<file path="config.mk">
export PLATFORM = sky130hd
export DESIGN_NAME = uart_alu_cmd_seq
export DESIGN_NICKNAME = d
export VERILOG_FILES = /design/src/rtl/uart_alu_cmd_seq.sv
export SDC_FILE = /design/constraint.sdc
export NUM_CORES = 1
export LEC_CHECK = 0
export ABC_AREA = 1
export BUFFER_PORTS_ARGS = -buffer_cell sky130_fd_sc_hd__buf_2
export CORE_ASPECT_RATIO = 1.4
export CORE_MARGIN = 2
export CORE_UTILIZATION = 29
export DETAILED_ROUTE_END_ITERATION = 6
export PLACE_DENSITY = 0.57
export SETUP_SLACK_MARGIN = 0.05
export SLEW_MARGIN = 20
export SYNTH_ARGS = -nofsm -noshare
export SYNTH_HDL_FRONTEND = slang
export SYNTH_SLANG_ARGS = --single-unit
export TNS_END_PERCENT = 5
</file>
<file path="constraint.sdc">
create_clock -name clock -period 2.26 [get_ports clock]
set_input_delay 0.113 -clock clock [delete_from_list [all_inputs] [get_ports clock]]
set_output_delay 0.113 -clock clock [all_outputs]
set_load 0.03 [all_outputs]
</file>
<file path="src/rtl/uart_alu_cmd_seq.sv">
// Command sequencer: assembles checked 5-byte UART request frames, launches one
// ALU operation, and streams the 5-byte response frame to the UART transmitter.
module uart_alu_cmd_seq #(
  parameter logic [7:0] HDR_REQ  = 8'hA5,
  parameter logic [7:0] HDR_RSP  = 8'h5A,
  parameter int         BYTE_TMO = 37500,
  parameter int         ALU_TMO  = 255
) (
  input  logic        clock,
  input  logic        reset,
  input  logic [7:0]  rx_value,
  input  logic        rx_valid,
  output logic [3:0]  alu_op,
  output logic [7:0]  alu_a,
  output logic [7:0]  alu_b,
  output logic        alu_start,
  input  logic        alu_done,
  input  logic [15:0] alu_result,
  output logic [7:0]  tx_data,
  output logic        tx_start,
  input  logic        tx_busy,
  output logic        busy,
  output logic        frame_err
);
  localparam int BW = $clog2(BYTE_TMO + 1);
  localparam int WW = $clog2(ALU_TMO + 1);

  localparam logic [3:0] S_IDLE     = 4'd0;
  localparam logic [3:0] S_GET_OP   = 4'd1;
  localparam logic [3:0] S_GET_A    = 4'd2;
  localparam logic [3:0] S_GET_B    = 4'd3;
  localparam logic [3:0] S_GET_CHK  = 4'd4;
  localparam logic [3:0] S_EXEC     = 4'd5;
  localparam logic [3:0] S_WAIT     = 4'd6;
  localparam logic [3:0] S_SEND     = 4'd7;
  localparam logic [3:0] S_SEND_GAP = 4'd8;

  function automatic logic [7:0] xor3(input logic [7:0] x, input logic [7:0] y,
                                      input logic [7:0] z);
    return x ^ y ^ z;
  endfunction

  function automatic logic [7:0] rsp_byte(input logic [2:0] idx, input logic [15:0] res,
                                          input logic [7:0] st);
    case (idx)
      3'd0:    rsp_byte = HDR_RSP;
      3'd1:    rsp_byte = res[15:8];
      3'd2:    rsp_byte = res[7:0];
      3'd3:    rsp_byte = st;
      default: rsp_byte = xor3(res[15:8], res[7:0], st);
    endcase
  endfunction

  logic [3:0]    state_q, state_d;
  logic [BW-1:0] byte_cnt_q, byte_cnt_d;
  logic [WW-1:0] wait_cnt_q, wait_cnt_d;
  logic [7:0]    op_q, op_d, a_q, a_d, b_q, b_d;
  logic [3:0]    alu_op_q, alu_op_d;
  logic [7:0]    alu_a_q, alu_a_d, alu_b_q, alu_b_d;
  logic          alu_start_q, alu_start_d;
  logic [15:0]   res_q, res_d;
  logic [7:0]    status_q, status_d;
  logic [2:0]    idx_q, idx_d;
  logic          gap_seen_q, gap_seen_d;
  logic [7:0]    tx_data_q, tx_data_d;
  logic          tx_start_q, tx_start_d;
  logic          busy_q, busy_d;
  logic          frame_err_q, frame_err_d;
  logic          byte_tmo_s;

  assign byte_tmo_s = (byte_cnt_q == BW'(BYTE_TMO));

  // Next-state and datapath decode for the whole request/response sequence.
  always_comb begin
    state_d     = state_q;
    byte_cnt_d  = '0;
    wait_cnt_d  = '0;
    op_d        = op_q;
    a_d         = a_q;
    b_d         = b_q;
    alu_op_d    = alu_op_q;
    alu_a_d     = alu_a_q;
    alu_b_d     = alu_b_q;
    alu_start_d = 1'b0;
    res_d       = res_q;
    status_d    = status_q;
    idx_d       = idx_q;
    gap_seen_d  = gap_seen_q;
    tx_data_d   = tx_data_q;
    tx_start_d  = 1'b0;
    frame_err_d = 1'b0;
    case (state_q)
      S_IDLE: begin
        if (rx_valid && (rx_value == HDR_REQ)) begin
          state_d = S_GET_OP;
        end else begin
          state_d = S_IDLE;
        end
      end
      S_GET_OP, S_GET_A, S_GET_B: begin
        if (rx_valid) begin
          if (state_q == S_GET_OP) begin
            op_d = rx_value;
          end else if (state_q == S_GET_A) begin
            a_d = rx_value;
          end else begin
            b_d = rx_value;
          end
          state_d = state_q + 4'd1;
        end else if (byte_tmo_s) begin
          frame_err_d = 1'b1;
          state_d     = S_IDLE;
        end else begin
          byte_cnt_d = byte_cnt_q + BW'(1);
        end
      end
      S_GET_CHK: begin
        if (rx_valid) begin
          if ((rx_value != xor3(op_q, a_q, b_q)) || (op_q[7:4] != 4'h0)) begin
            frame_err_d = 1'b1;
            state_d     = S_IDLE;
          end else begin
            alu_op_d = op_q[3:0];
            alu_a_d  = a_q;
            alu_b_d  = b_q;
            state_d  = S_EXEC;
          end
        end else if (byte_tmo_s) begin
          frame_err_d = 1'b1;
          state_d     = S_IDLE;
        end else begin
          byte_cnt_d = byte_cnt_q + BW'(1);
        end
      end
      S_EXEC: begin
        alu_start_d = 1'b1;
        state_d     = S_WAIT;
      end
      // A done arriving in the timeout cycle still delivers the real result.
      S_WAIT: begin
        if (alu_done) begin
          res_d    = alu_result;
          status_d = 8'h00;
          idx_d    = 3'd0;
          state_d  = S_SEND;
        end else if (wait_cnt_q == WW'(ALU_TMO)) begin
          res_d    = 16'hFFFF;
          status_d = 8'hEE;
          idx_d    = 3'd0;
          state_d  = S_SEND;
        end else begin
          wait_cnt_d = wait_cnt_q + WW'(1);
        end
      end
      S_SEND: begin
        if (!tx_busy) begin
          tx_start_d = 1'b1;
          tx_data_d  = rsp_byte(idx_q, res_q, status_q);
          gap_seen_d = 1'b0;
          state_d    = S_SEND_GAP;
        end else begin
          state_d = S_SEND;
        end
      end
      // First gap cycle ignores tx_busy, which may not have risen yet.
      S_SEND_GAP: begin
        if (!gap_seen_q) begin
          gap_seen_d = 1'b1;
        end else if (!tx_busy) begin
          if (idx_q == 3'd4) begin
            state_d = S_IDLE;
          end else begin
            idx_d   = idx_q + 3'd1;
            state_d = S_SEND;
          end
        end else begin
          state_d = S_SEND_GAP;
        end
      end
      default: begin
        state_d = S_IDLE;
      end
    endcase
    busy_d = (state_d != S_IDLE);
  end

  // State and output registers; reset aborts any frame in flight.
  always_ff @(posedge clock or negedge reset) begin
    if (!reset) begin
      state_q     <= S_IDLE;
      byte_cnt_q  <= '0;
      wait_cnt_q  <= '0;
      op_q        <= 8'h00;
      a_q         <= 8'h00;
      b_q         <= 8'h00;
      alu_op_q    <= 4'h0;
      alu_a_q     <= 8'h00;
      alu_b_q     <= 8'h00;
      alu_start_q <= 1'b0;
      res_q       <= 16'h0000;
      status_q    <= 8'h00;
      idx_q       <= 3'd0;
      gap_seen_q  <= 1'b0;
      tx_data_q   <= 8'h00;
      tx_start_q  <= 1'b0;
      busy_q      <= 1'b0;
      frame_err_q <= 1'b0;
    end else begin
      state_q     <= state_d;
      byte_cnt_q  <= byte_cnt_d;
      wait_cnt_q  <= wait_cnt_d;
      op_q        <= op_d;
      a_q         <= a_d;
      b_q         <= b_d;
      alu_op_q    <= alu_op_d;
      alu_a_q     <= alu_a_d;
      alu_b_q     <= alu_b_d;
      alu_start_q <= alu_start_d;
      res_q       <= res_d;
      status_q    <= status_d;
      idx_q       <= idx_d;
      gap_seen_q  <= gap_seen_d;
      tx_data_q   <= tx_data_d;
      tx_start_q  <= tx_start_d;
      busy_q      <= busy_d;
      frame_err_q <= frame_err_d;
    end
  end

  assign alu_op    = alu_op_q;
  assign alu_a     = alu_a_q;
  assign alu_b     = alu_b_q;
  assign alu_start = alu_start_q;
  assign tx_data   = tx_data_q;
  assign tx_start  = tx_start_q;
  assign busy      = busy_q;
  assign frame_err = frame_err_q;

endmodule

</file>
### Word level (Yosys, flattened, before mapping)

Index checks and enable logic that the tools add are counted.

| word-level totals | value |
|---|---|
| output and inout bits | 32 |
| bits of input ports | 29 |
| word-level logic and storage cells | 109 |
| bits in registers | 112 |

| operators by class | value |
|---|---|
| reduce and logical (&&, ||, !) cells | 19 |
| equality and inequality tests | 21 |
| muxes and demuxes | 39 |
| add/sub/neg operators | 4 |
| bitwise logic cells | 8 |

Operators with widths:

| cell | count |
|---|---|
| $mux 16 | 5 |
| $mux 8 | 5 |
| $mux 4 | 8 |
| $pmux 8 s4 | 1 |
| $xor 8x8->8 | 4 |
| $pmux 4 s7 | 1 |
| $mux 3 | 7 |
| $add 16x1->16 const B | 1 |
| $eq 16x16->1 const B | 1 |
| $eq 4x3->1 const B | 4 |
| $eq 8x8->1 const B | 2 |
| $mux 1 | 9 |
| $add 8x1->8 const B | 1 |
| $eq 4x2->1 const B | 2 |
| $ne 2x2->1 const B | 4 |
| $ne 8x8->1 | 1 |
| $reduce_and 4->1 | 2 |
| $reduce_bool 4->1 | 2 |
| $eq 3x2->1 const B | 2 |
| $pmux 3 s2 | 1 |
| $reduce_and 2->1 | 3 |
| $reduce_and 3->1 | 2 |
| $reduce_bool 2->1 | 3 |
| $reduce_and 5->1 | 1 |
| other kinds (15) | 19 |

### Logic depth before layout (Yosys ltp)

Gate-level depths: netlist of run 1.

| logic depth | value |
|---|---|
| depth in word-level cells | 8 |
| depth in mapped cells | 16 |
| gate-level depth less buffers | 16 |

### Worst setup path before layout of run 1

Ideal clock, no wire load.

| path | value |
|---|---|
| path type | register -> register |
| start point | register idx_q[2] |
| end point | register tx_data_q[3], in the netlist tx_data[3] |
| setup time | 0.124 ns |
| data arrival time | 1.706 ns |
| slack | 0.430 ns |
| cell stages (with the launch flop) | 10 |
| data required time | 2.136 ns |
| cell sequence | dfrtp_1 -> clkbuf_1 -> inv_1 -> clkbuf_1 -> ha_1 -> nand2_1 -> a21boi_0 -> o221ai_1 -> a21oi_1 -> a21oi_1 |

| between the ends | value |
|---|---|
| longest elaborated chain between the ends | 2 |
| elaborated cells on any way between the ends | 5 |

Ends and longest elaborated chain:

| item | RTL line | text |
|---|---|---|
| from (decl) | 63 | `logic [2:0] idx_q, idx_d;` |
| from (signal assigned) | 221 | `idx_q <= idx_d;` |
| $eq 3x2->1 (tied with other cells) | 45 | `case (idx)` |
| $pmux 8 s4 * | 45 |  |
| to (signal assigned) | 223 | `tx_data_q <= tx_data_d;` |
| to (decl) | 65 | `logic [7:0] tx_data_q, tx_data_d;` |

Mark *: on every way between the ends. The rest lies on a longest branch, timed or not.
A chain may end at the register's enable or synchronous reset.

### Final worst setup path of run 1

| path | value |
|---|---|
| start point | register state_q[0] |
| end point | register busy_q, in the netlist busy |

| between the ends | value |
|---|---|
| longest elaborated chain between the ends | 4 |
| elaborated cells on any way between the ends | 19 |

Ends and longest elaborated chain:

| item | RTL line | text |
|---|---|---|
| from (decl) | 54 | `logic [3:0] state_q, state_d;` |
| from (signal assigned) | 209 | `state_q <= state_d;` |
| $add 4x1->4 (tied with other cells) | 109 | `state_d = state_q + 4'd1;` |
| $mux 4 (tied with other cells) | 101 | `if (rx_valid) begin` |
| $pmux 4 s7 * | 92 | `case (state_q)` |
| $reduce_bool 4->1 * | 184 | `busy_d = (state_d != S_IDLE);` |
| named net busy_d | 67 | `logic busy_q, busy_d;` |
| to (signal assigned) | 225 | `busy_q <= busy_d;` |
| to (decl) | 67 |  |

Mark *: on every way through the listed nets, which the timed path passes. The rest lies on a longest branch.

==> reports/metrics.yaml, run 1 <==
clocking:
  postCtsSetupBuffers: 0
  path_clk_slew_ns: 0.08
  cts_buffers: 9
  cts_tree: "built"
  h-tree-depth: 3
  clk_latency_ns: 0.36
  cts.sinks: 105
  clockBufferDepth: 2
  root_buffer: "clkbuf_16"
cells_and_area:
  fin_nets: 775
  fin_area_mm2: 0.00636
  drive_gt1_frac: 0.147
  area_growth_pct: 19.7
  n_fill_cell: 1987
  num_antenna_cells: 0
setup_path:
  critPathLaunchType: "flip-flop"
  worstSetupPathType: "reg2reg"
  required_ns: 2.50
  endpoint_kind: "flip-flop"
  path_max_fanout: 9
  cp.arrival_ns: 2.21
  ff2ff_setup_slack_ns: 0.29
yosys:
  synth_edf_count: 0
  synth_top_area_frac: 0.494
  yosysMostFrequentCell: "nand2_1"
  syn_area_per_cell_um2: 8.08
  synth_top_cell_by_area: "dfrtp_1"
  synth_nets: 699
  async_flop_share: 1.00
  synthDistinctLibCells: 36
  ys_warn_count: 0
  synth_top_cells_by_area: "dfrtp_1 (49%), nand2_1 (12%), inv_1 (6.5%)"
  ys_ff_latch: 105
  syn_inst: 658
  synthFlopType: "dfrtp_1"
  ys_seq_area_frac: 0.494
  synthesis.area_mm2: 0.00532
  synth_commonest_cells: "nand2_1 (171), dfrtp_1 (105), inv_1 (92)"
die:
  dieArea_mm2: 0.0194
  ios: 61
  start_util: 0.295
  die_h_um: 164
  fp.dieW_um: 118
  core_area_mm2: 0.0180
  rows: 58
placement:
  place_congestion: 0.830
  detailedPlace.worstSlack_ns: 0.233
  placed_area_mm2: 0.00595
  dp_hpwl_um: 8730
  numPortBuffers: 60
route:
  post-route-drc-count: 0
  vias_per_cell: 4.38
  postRouteAntennaNets: 0
  dr.pass1.iters: 7
  vias: 4290
  drtIter0Drc: 170
  wire_per_inst_um: 11.8
  finalWirelength_um: 11600
timing:
  tightest_slew_ns: 0.597
  finalSetupViolCount: 0
  max_freq_ghz: 0.508
  fin_ws_ns: 0.290
  fin_crit_ns: 1.97
  maxSlewHeadroom: 0.601
  post-route-period-util: 0.872
  hold_viol_final: 0
  rsz0062_at_grt: "no"
  fin_setup_tns_ns: 0
  fin_skew_ns: 0.0118
  drv_slew: 0
global_route:
  grt_max_degree: 50
  grt_overflow: 0
  track_usage: 0.127
  antenna_found_initial: 1
  grt_pass1_wl_um: 19900
  grt_pass1_vias: 4237
power:
  power.leakage_nw: 3.09
  p_per_area_mw_per_mm2: 653
  ir_drop_mv: 0.321
status:
  outcome: "finished, final reports clean"
job:
  maxCapViolCount: 0
min_path:
  min_path_type: "in2reg"
==> stage by stage <==
| stage | hold slack (ns) | power (mW) | std cells | utilization |
|---|---|---|---|---|
| floorplan | -0.183 | 2.34 | 658 | - |
| global placement | 0.144 | 2.49 | 954 | 0.330 |
| detailed placement | 0.143 | 2.50 | 954 | 0.330 |
| CTS | 0.000973 | 4.21 | 979 | 0.353 |
| global route | 0.0171 | 4.39 | 979 | 0.353 |
| finish | 0.0116 | 4.15 | 979 | 0.353 |
==> metal layers <==
layer	vias up	share of wire	GRT usage	routed length [um]
met5	-	0	0	0
met4	0	0.023	0.0547	262
met3	18	0.032	0.0278	371
met2	63	0.49	0.220	5710
met1	1940	0.45	0.153	5220
li1	2269	-	-	-
==> repair_timing <==
| action | CTS | global route |
|---|---|---|
| hold buffers | 9 | 0 |
| setup endpoints to repair | 0 | 1 |
| endpoints found under the hold margin | 46 | 0 |
| gates resized for setup | 0 | 1 |
==> critical path, stage by stage, from the launching register on <==
cell and delay, ns:
dfrtp_1 0.41, inv_1 0.10, ha_1 0.24, o21ai_1 0.18, nand2_1 0.12, or2_4 0.26, nand3_2 0.16, nand2_1 0.07
nand2_1 0.08, nand4_1 0.07, nor2_1 0.11, nand2_1 0.06
==> sequential cells by signal (all words and copies together) (netlist names), 3 cells and up <==
signal      flops
alu_b           8
idx_q           3
op_q            8
byte_cnt_q     16
wait_cnt_q      8
b_q             8
state_q         4
alu_a           8
alu_op          4
a_q             8
res_q          16
tx_data         8
==> layout by cell type (no fill, tap or decap), types with 9 or more instances in the layout <==
cell	count
nand2_1	171
dfrtp_1	105
inv_1	92
buf_2	59
nor2_1	47
o21ai_0	41
a21oi_1	26
nor3_1	24
nand3_1	24
o21ai_1	22
xor2_1	12
ha_1	12
buf_4	11
xnor2_1	10
clkbuf_16	9
dlygate4sd3_1	9
==> path summary, 6_finish.rpt <==
| kind | start | endpoint | depth (start not counted) |
|---|---|---|---|
| max | state_q[0]$_DFF_PN0_ | busy$_DFF_PN0_ | 11 |
| min | alu_result[14] | res_q[14]$_DFFE_PN0P_ | 3 |
| max reg2reg | state_q[0]$_DFF_PN0_ | busy$_DFF_PN0_ | 11 |
| min reg2reg | wait_cnt_q[0]$_DFF_PN0_ | wait_cnt_q[0]$_DFF_PN0_ | 1 |
| max in group asynchronous | reset | alu_a[4]$_DFFE_PN0P_ | 3 |
| min in group asynchronous | reset | alu_b[6]$_DFFE_PN0P_ | 2 |
==> cell type report <==
type,count,area (um^2),area share
Multi-Input combinational cell,442,2260,0.355
Clock buffer,10,239,0.0376
Clock inverter,6,83.8,0.0132
Inverter,96,360,0.0567
Tap cell,240,300,0.0472
Timing Repair Buffer,80,488,0.0767
Sequential cell,105,2630,0.413
==> power by group <==
group / leakage (nW) / switching, mW / internal (mW) / total [mW]
clock network: 0.158 / 0.770 / 0.918 / 1.69
logic: 1.53 / 0.269 / 0.179 / 0.448
registers: 1.40 / 0.0643 / 1.95 / 2.02
==> cells by family (layout without fill, tap and decap cells) <==
group,Yosys count,in the layout,share of synthesized area
adder cells (fa/ha/maj),12,12,0.0282
AND/OR/NAND/NOR,300,300,0.250
AO/OA/AOI/OAI,108,108,0.111
buffers and inverters,111,192,0.0803
flip-flops,105,105,0.494
XOR/XNOR,22,22,0.0363
Power figures use the tool's default switching activity.
==> run 2, diff against run 1 <==
--- a/config.mk
+++ b/config.mk
@@ -6,7 +6,7 @@
 export NUM_CORES = 1
 export LEC_CHECK = 0
 export ABC_AREA = 1
-export BUFFER_PORTS_ARGS = -buffer_cell sky130_fd_sc_hd__buf_2
+export BUFFER_PORTS_ARGS = -buffer_cell sky130_fd_sc_hd__buf_4
 export CORE_ASPECT_RATIO = 1.4
 export CORE_MARGIN = 2
 export CORE_UTILIZATION = 29
==> run 2 against run 1 <==
  * Power shrank 0.90%
  * Setup slack got worse by 0.051 ns
  * Sequential share of layout area is 0.94 points lower
  * Global-route usage rose by 0.14 points
  * Clock power shrank 4%
  * Sequential cell count stayed put
  * Critical endpoint unchanged
  * Largest cell class unchanged
  * Largest power group unchanged
  * Highest routed layer unchanged
==> reports/metrics.yaml, run 2 (same netlist as run 1, synthesis figures left out) <==
route:
  vias_per_cell: 4.41  # +0.71%
  post-route-drc-count: 0  # unchanged
  wire_per_inst_um: 11.8  # +0.18%
  finalWirelength_um: 11600  # +0.29%
  drtIter0Drc: 205  # +21%
  dr.pass1.iters: 4  # -3
  vias: 4325  # +0.82%
  postRouteAntennaNets: 0  # unchanged
setup_path:
  cp.arrival_ns: 2.26  # +0.05 ns
  critPathLaunchType: "flip-flop"
  worstSetupPathType: "reg2reg"
  ff2ff_setup_slack_ns: 0.24  # -0.05 ns
  required_ns: 2.50  # about the same
  worstRegToRegCells: 11  # unchanged
  path_max_fanout: 8  # -1
  r2r-end: "busy$_DFF_PN0_"
  reg2reg_from: "state_q[0]$_DFF_PN0_"
  endpoint_kind: "flip-flop"
clocking:
  ctsResizeCount: 0  # unchanged
  clk_latency_ns: 0.35  # about the same
  h-tree-depth: 3  # unchanged
  cts_tree: "built"
  postCtsSetupBuffers: 0  # unchanged
  root_buffer: "clkbuf_16"
  path_clk_slew_ns: 0.07  # about the same
  holdBufCountCts: 11  # +2
  cts_buffers: 9  # unchanged
  clockBufferDepth: 2  # unchanged
  cts.sinks: 105  # unchanged
min_path:
  hold-path-cell-count: 3  # unchanged
  hold_path_end: "res_q[12]$_DFFE_PN0P_"
  min_path_type: "in2reg"
  min_from: "alu_result[12]"
cells_and_area:
  reg.largest.list: "byte_cnt_q: 16 flops, res_q: 16 flops"
  layout_common_cells: "nand2_1 (171), dfrtp_1 (105), inv_1 (92)"
  fin_nets: 776  # +0.13%
  n_fill_cell: 1952  # -1.8%
  area_growth_pct: 22.4
  utilization: 0.362  # +0.00820
  drive_gt1_frac: 0.146  # -0.00155
  stdcell_count: 980  # +0.10%
  num_antenna_cells: 0  # unchanged
  layout_commonest_cell: "nand2_1"
timing:
  hold_viol_final: 0  # unchanged
  max_freq_ghz: 0.495  # -2.5%
  fin_ws_ns: 0.240  # -0.0505 ns
  post-route-period-util: 0.894  # +0.0223
  rsz0062_at_grt: "no"
  tightest_slew_ns: 0.578  # -0.0187 ns
  fin_setup_tns_ns: 0  # unchanged
  fin_skew_ns: 0.00851  # -0.00329 ns
  drv_slew: 0  # unchanged
  fin_crit_ns: 2.02  # +0.0505 ns
  finalSetupViolCount: 0  # unchanged
  maxSlewHeadroom: 0.613  # +0.0125
die:
  start_util: 0.295  # unchanged
  fp.dieW_um: 118  # unchanged
  ios: 61  # unchanged
  core_area_mm2: 0.0180  # unchanged
  die_h_um: 164  # unchanged
  rows: 58  # unchanged
  dieArea_mm2: 0.0194  # unchanged
power:
  ir_drop_mv: 0.322  # +0.47%
  power.leakage_nw: 3.11  # +0.44%
  p_per_area_mw_per_mm2: 632  # -3.1%
placement:
  detailedPlace.worstSlack_ns: 0.244  # +0.0105 ns
  dp_hpwl_um: 8630  # -1.1%
  place_congestion: 0.811  # -2.3%
  numPortBuffers: 60  # unchanged
  dp_cells: 953  # -0.10%
global_route:
  grt_pass1_vias: 4324  # +2.1%
  grt_pass1_wl_um: 20200  # +1.5%
  antenna_found_initial: 0  # -1
  grt_overflow: 0  # unchanged
  track_usage: 0.129  # +0.00142
  grt_max_degree: 77  # +54%
job:
  maxCapViolCount: 0  # unchanged
status:
  outcome: "finished, final reports clean"
## run 2: cell types whose count changed in the layout (fill, tap and decap cells not counted)
cell and delta:
inv_8 +1, clkinv_8 -1, clkinvlp_4 +2, clkbuf_8 -1, o21ai_1 -1, inv_6 -1
buf_2 -59, buf_4 +58, o21ai_0 +1, dlygate4sd3_1 +2
## run 2: per-layer routing
metal / up-vias / wire, um / track usage
met1: 1987 / 5170 / 0.152
met3: 12 / 386 / 0.0243
met2: 56 / 5840 / 0.230
met4: 0 / 198 / 0.0514
met5: - / 0 / 0
li1: 2270 / - / -
## run 2: how the worst max path moves through the flow
stage / start / to / slack [ns]
2_1_floorplan: idx_q[2]$_DFFE_PN0P_ / tx_data[3]$_DFFE_PN0P_ / 0.43
3_3_place_gp: state_q[0]$_DFF_PN0_ / busy$_DFF_PN0_ / 0.29
3_5_place_dp: state_q[0]$_DFF_PN0_ / busy$_DFF_PN0_ / 0.24
4_1_cts: state_q[0]$_DFF_PN0_ / busy$_DFF_PN0_ / 0.23
5_1_grt: state_q[0]$_DFF_PN0_ / busy$_DFF_PN0_ / 0.06
6_report: state_q[0]$_DFF_PN0_ / busy$_DFF_PN0_ / 0.24
## run 2: final cells by class
cell class	count	area (um^2)	share of cell area
multi-input cells	442	2260	0.347
well taps	240	300	0.0461
flip-flops and latches	105	2630	0.404
repair buffers	81	648	0.0996
clock buffers	9	225	0.0346
clock inverters	7	85.1	0.0131
inverters	96	360	0.0554
## run 2: report_power, final
group | internal (mW) | switching [mW]
Sequential | 1.95 | 0.0637
Clock | 0.881 | 0.749
Combinational | 0.196 | 0.273
## run 2: per-stage QoR
step,area [um^2],total power [mW],hold slack [ns]
4_1_cts,6510,4.19,0.00358
5_1_grt,6510,4.35,0.0180
2_1_floorplan,5320,2.34,-0.183
6_report,6510,4.11,0.0163
3_3_place_gp,6090,2.51,0.0756
3_5_place_dp,6090,2.51,0.0799
## run 2: critical path, cell delays in order, from the launching register on
cell	delay (ns)
dfrtp_1	0.42
inv_1	0.10
ha_1	0.23
o21ai_0	0.22
nand2_1	0.13
or2_4	0.27
nand3_2	0.16
nand2_1	0.07
nand2_1	0.08
nand4_1	0.07
nor2_1	0.11
nand2_1	0.05
==> run 3, diff against run 2 <==
--- a/config.mk
+++ b/config.mk
@@ -10,10 +10,11 @@
 export CORE_ASPECT_RATIO = 1.4
 export CORE_MARGIN = 2
 export CORE_UTILIZATION = 29
+export CTS_BUF_LIST = sky130_fd_sc_hd__clkbuf_2
 export DETAILED_ROUTE_END_ITERATION = 6
 export PLACE_DENSITY = 0.57
 export SETUP_SLACK_MARGIN = 0.05
-export SLEW_MARGIN = 20
+export SLEW_MARGIN = 10
 export SYNTH_ARGS = -nofsm -noshare
 export SYNTH_HDL_FRONTEND = slang
 export SYNTH_SLANG_ARGS = --single-unit
==> run 3 against run 2 <==
  * Sequential share of layout area fell by 0.91 points
  * Register-to-register slack got worse by 0.02 ns
  * Via count rose by 3.1%
  * Worst hold slack improved by 0.24 ns
  * Sequential cell count did not move
  * Clock power fell by 40%
  * Design area rose by 2.3%
  * Global-route usage rose by 0.30 points
  * Clock skew rose by 0.026 ns
==> reports/metrics.yaml, run 3 (same netlist as run 1, synthesis figures left out) <==
route:
  wire_per_inst_um: 11.9  # +0.25%
  postRouteAntennaNets: 0  # unchanged
  post-route-drc-count: 0  # unchanged
  finalWirelength_um: 12000  # +3.6%
  vias_per_cell: 4.40  # -0.31%
  vias: 4457  # +3.1%
  dr.pass1.iters: 4  # unchanged
  drtIter0Drc: 215  # +4.9%
placement:
  place_congestion: 0.811  # unchanged
  dp_hpwl_um: 8630  # unchanged
  numPortBuffers: 60  # unchanged
setup_path:
  critPathBufInv: 1  # unchanged
  path_cells: "inv_1 > ha_1 > o21ai_0 > nand2_1 > or2_4 > nand3_2 > nand2_1 > nand2_1 > nand4_1 > nor2_1 > nand2_1"
  worstSetupPathType: "reg2reg"
  cp_common_cell: "nand2_1"
  critPathLaunchType: "flip-flop"
  slowest_delay_ns: 0.49  # +0.07 ns
  slowest_stage: "dfrtp_1"
  crit_family: "simple AND/OR/NAND/NOR gates"
  endpoint_kind: "flip-flop"
  path_max_fanout: 8  # unchanged
  required_ns: 2.82  # +0.32 ns
  ff2ff_setup_slack_ns: 0.22  # -0.02 ns
  cp.arrival_ns: 2.61  # +0.35 ns
min_path:
  min_path_type: "in2reg"
die:
  rows: 58  # unchanged
  fp.dieW_um: 118  # unchanged
  ios: 61  # unchanged
  core_area_mm2: 0.0180  # unchanged
  dieArea_mm2: 0.0194  # unchanged
  die_h_um: 164  # unchanged
  start_util: 0.295  # unchanged
global_route:
  antenna_found_initial: 1  # +1
  grt_pass1_wl_um: 20600  # +2.2%
  track_usage: 0.132  # +0.00304
  grt_pass1_vias: 4441  # +2.7%
  grt_max_degree: 77  # unchanged
  grt_overflow: 0  # unchanged
cells_and_area:
  multi_input_area_mm2: 0.00226  # unchanged
  utilization: 0.370  # +0.00834
  area_growth_pct: 25.3
  fin_nets: 808  # +4.1%
  drive_gt1_frac: 0.142  # -0.00346
  layout_commonest_cell: "nand2_1"
  layout_common_cells: "nand2_1 (171), dfrtp_1 (105), inv_1 (92)"
  reg.largest.list: "byte_cnt_q: 16 flops, res_q: 16 flops"
  final-seq-area_mm2: 0.00263  # unchanged
  n_fill_cell: 1932  # -1.0%
clocking:
  clockBufferDepth: 2  # unchanged
  path_clk_slew_ns: 0.29  # +0.22 ns
  h-tree-depth: 3  # unchanged
  root_buffer: "clkbuf_2"
  cts_buffers: 9  # unchanged
  cts_tree: "built"
  ctsResizeCount: 0  # unchanged
  cts.sinks: 105  # unchanged
  clk_latency_ns: 0.64  # +0.29 ns
timing:
  rsz0062_at_grt: "no"
  fin_setup_tns_ns: 0  # unchanged
  maxSlewHeadroom: 0.609  # -0.00390
  post-route-period-util: 0.905  # +0.0109
  tightest_slew_ns: 0.584  # +0.00583 ns
  drv_slew: 0  # unchanged
  fin_crit_ns: 2.04  # +0.0246 ns
  fin_skew_ns: 0.0342  # +0.0257 ns
  max_freq_ghz: 0.489  # -1.2%
  hold_viol_final: 0  # unchanged
  finalSetupViolCount: 0  # unchanged
job:
  maxCapViolCount: 0  # unchanged
power:
  power.leakage_nw: 3.20  # +3.0%
  p_per_area_mw_per_mm2: 526  # -17%
  power.total_mw: 3.50  # -15%
  ir_drop_mv: 0.269  # -16%
status:
  outcome: "finished, final reports clean"
[run 3: cell types whose count changed in the layout (fill, tap and decap cells not counted)]
| cell | previous run | this run |
|---|---|---|
| clkbuf_16 | 9 | 0 |
| buf_4 | 69 | 70 |
| buf_12 | 1 | 2 |
| diode_2 | 0 | 1 |
| dlygate4sd3_1 | 11 | 41 |
| clkbuf_2 | 0 | 9 |
[run 3: repair_timing]
item	CTS	global route
hold buffers	42	0
endpoints found under the setup margin	0	1
endpoints found under the hold margin	171	0
setup buffers	0	1
[run 3: routing by layer]
metal  vias up  global-route usage  part of all wire
li1       2332                   -                 -
met1      2059               0.153              0.45
met2        56               0.241              0.51
met3        10              0.0281             0.029
met4         0              0.0433             0.014
met5         -                   0                 0
[run 3: final timing paths]
check / start / end / depth (start not counted)
worst max-delay path: state_q[0]$_DFF_PN0_ / busy$_DFF_PN0_ / 11
worst min-delay path: alu_result[13] / res_q[13]$_DFFE_PN0P_ / 4
worst max register to register: state_q[0]$_DFF_PN0_ / busy$_DFF_PN0_ / 11
worst min register to register: wait_cnt_q[0]$_DFF_PN0_ / wait_cnt_q[0]$_DFF_PN0_ / 1
max in group asynchronous: reset / op_q[0]$_DFFE_PN0P_ / 4
min in group asynchronous: reset / alu_b[0]$_DFFE_PN0P_ / 4
[run 3: worst min-delay path, stage by stage]
cell and delay (ns):
dlygate4sd3_1 0.52, buf_4 0.10, nor3_1 0.04, a21oi_1 0.10
[run 3: layout make-up]
class,count,share of cell area
antenna,1,0.000376
inverter,96,0.0541
timing repair buffer,113,0.147
sequential,105,0.395
clock buffer,9,0.00677
multi-input combinational,442,0.340
tap,240,0.0451
clock inverter,7,0.0128
[run 3: power breakdown]
group	total, mW	switching (mW)	internal (mW)	leakage (nW)
combinational	0.505	0.281	0.224	1.73
sequential	2.02	0.0641	1.96	1.40
clock	0.973	0.695	0.278	0.0726
total	3.50	1.04	2.46	3.20
[run 3: through the flow]
step / hold WS, ns / setup WS, ns / std cells / area [um^2]
2_1_floorplan: -0.183 / 0.430 / 658 / 5320
3_3_place_gp: 0.0756 / 0.291 / 953 / 6090
3_5_place_dp: 0.0799 / 0.244 / 953 / 6090
4_1_cts: 0.201 / 0.213 / 1011 / 6650
5_1_grt: 0.213 / 0.0487 / 1013 / 6660
6_report: 0.256 / 0.215 / 1013 / 6660
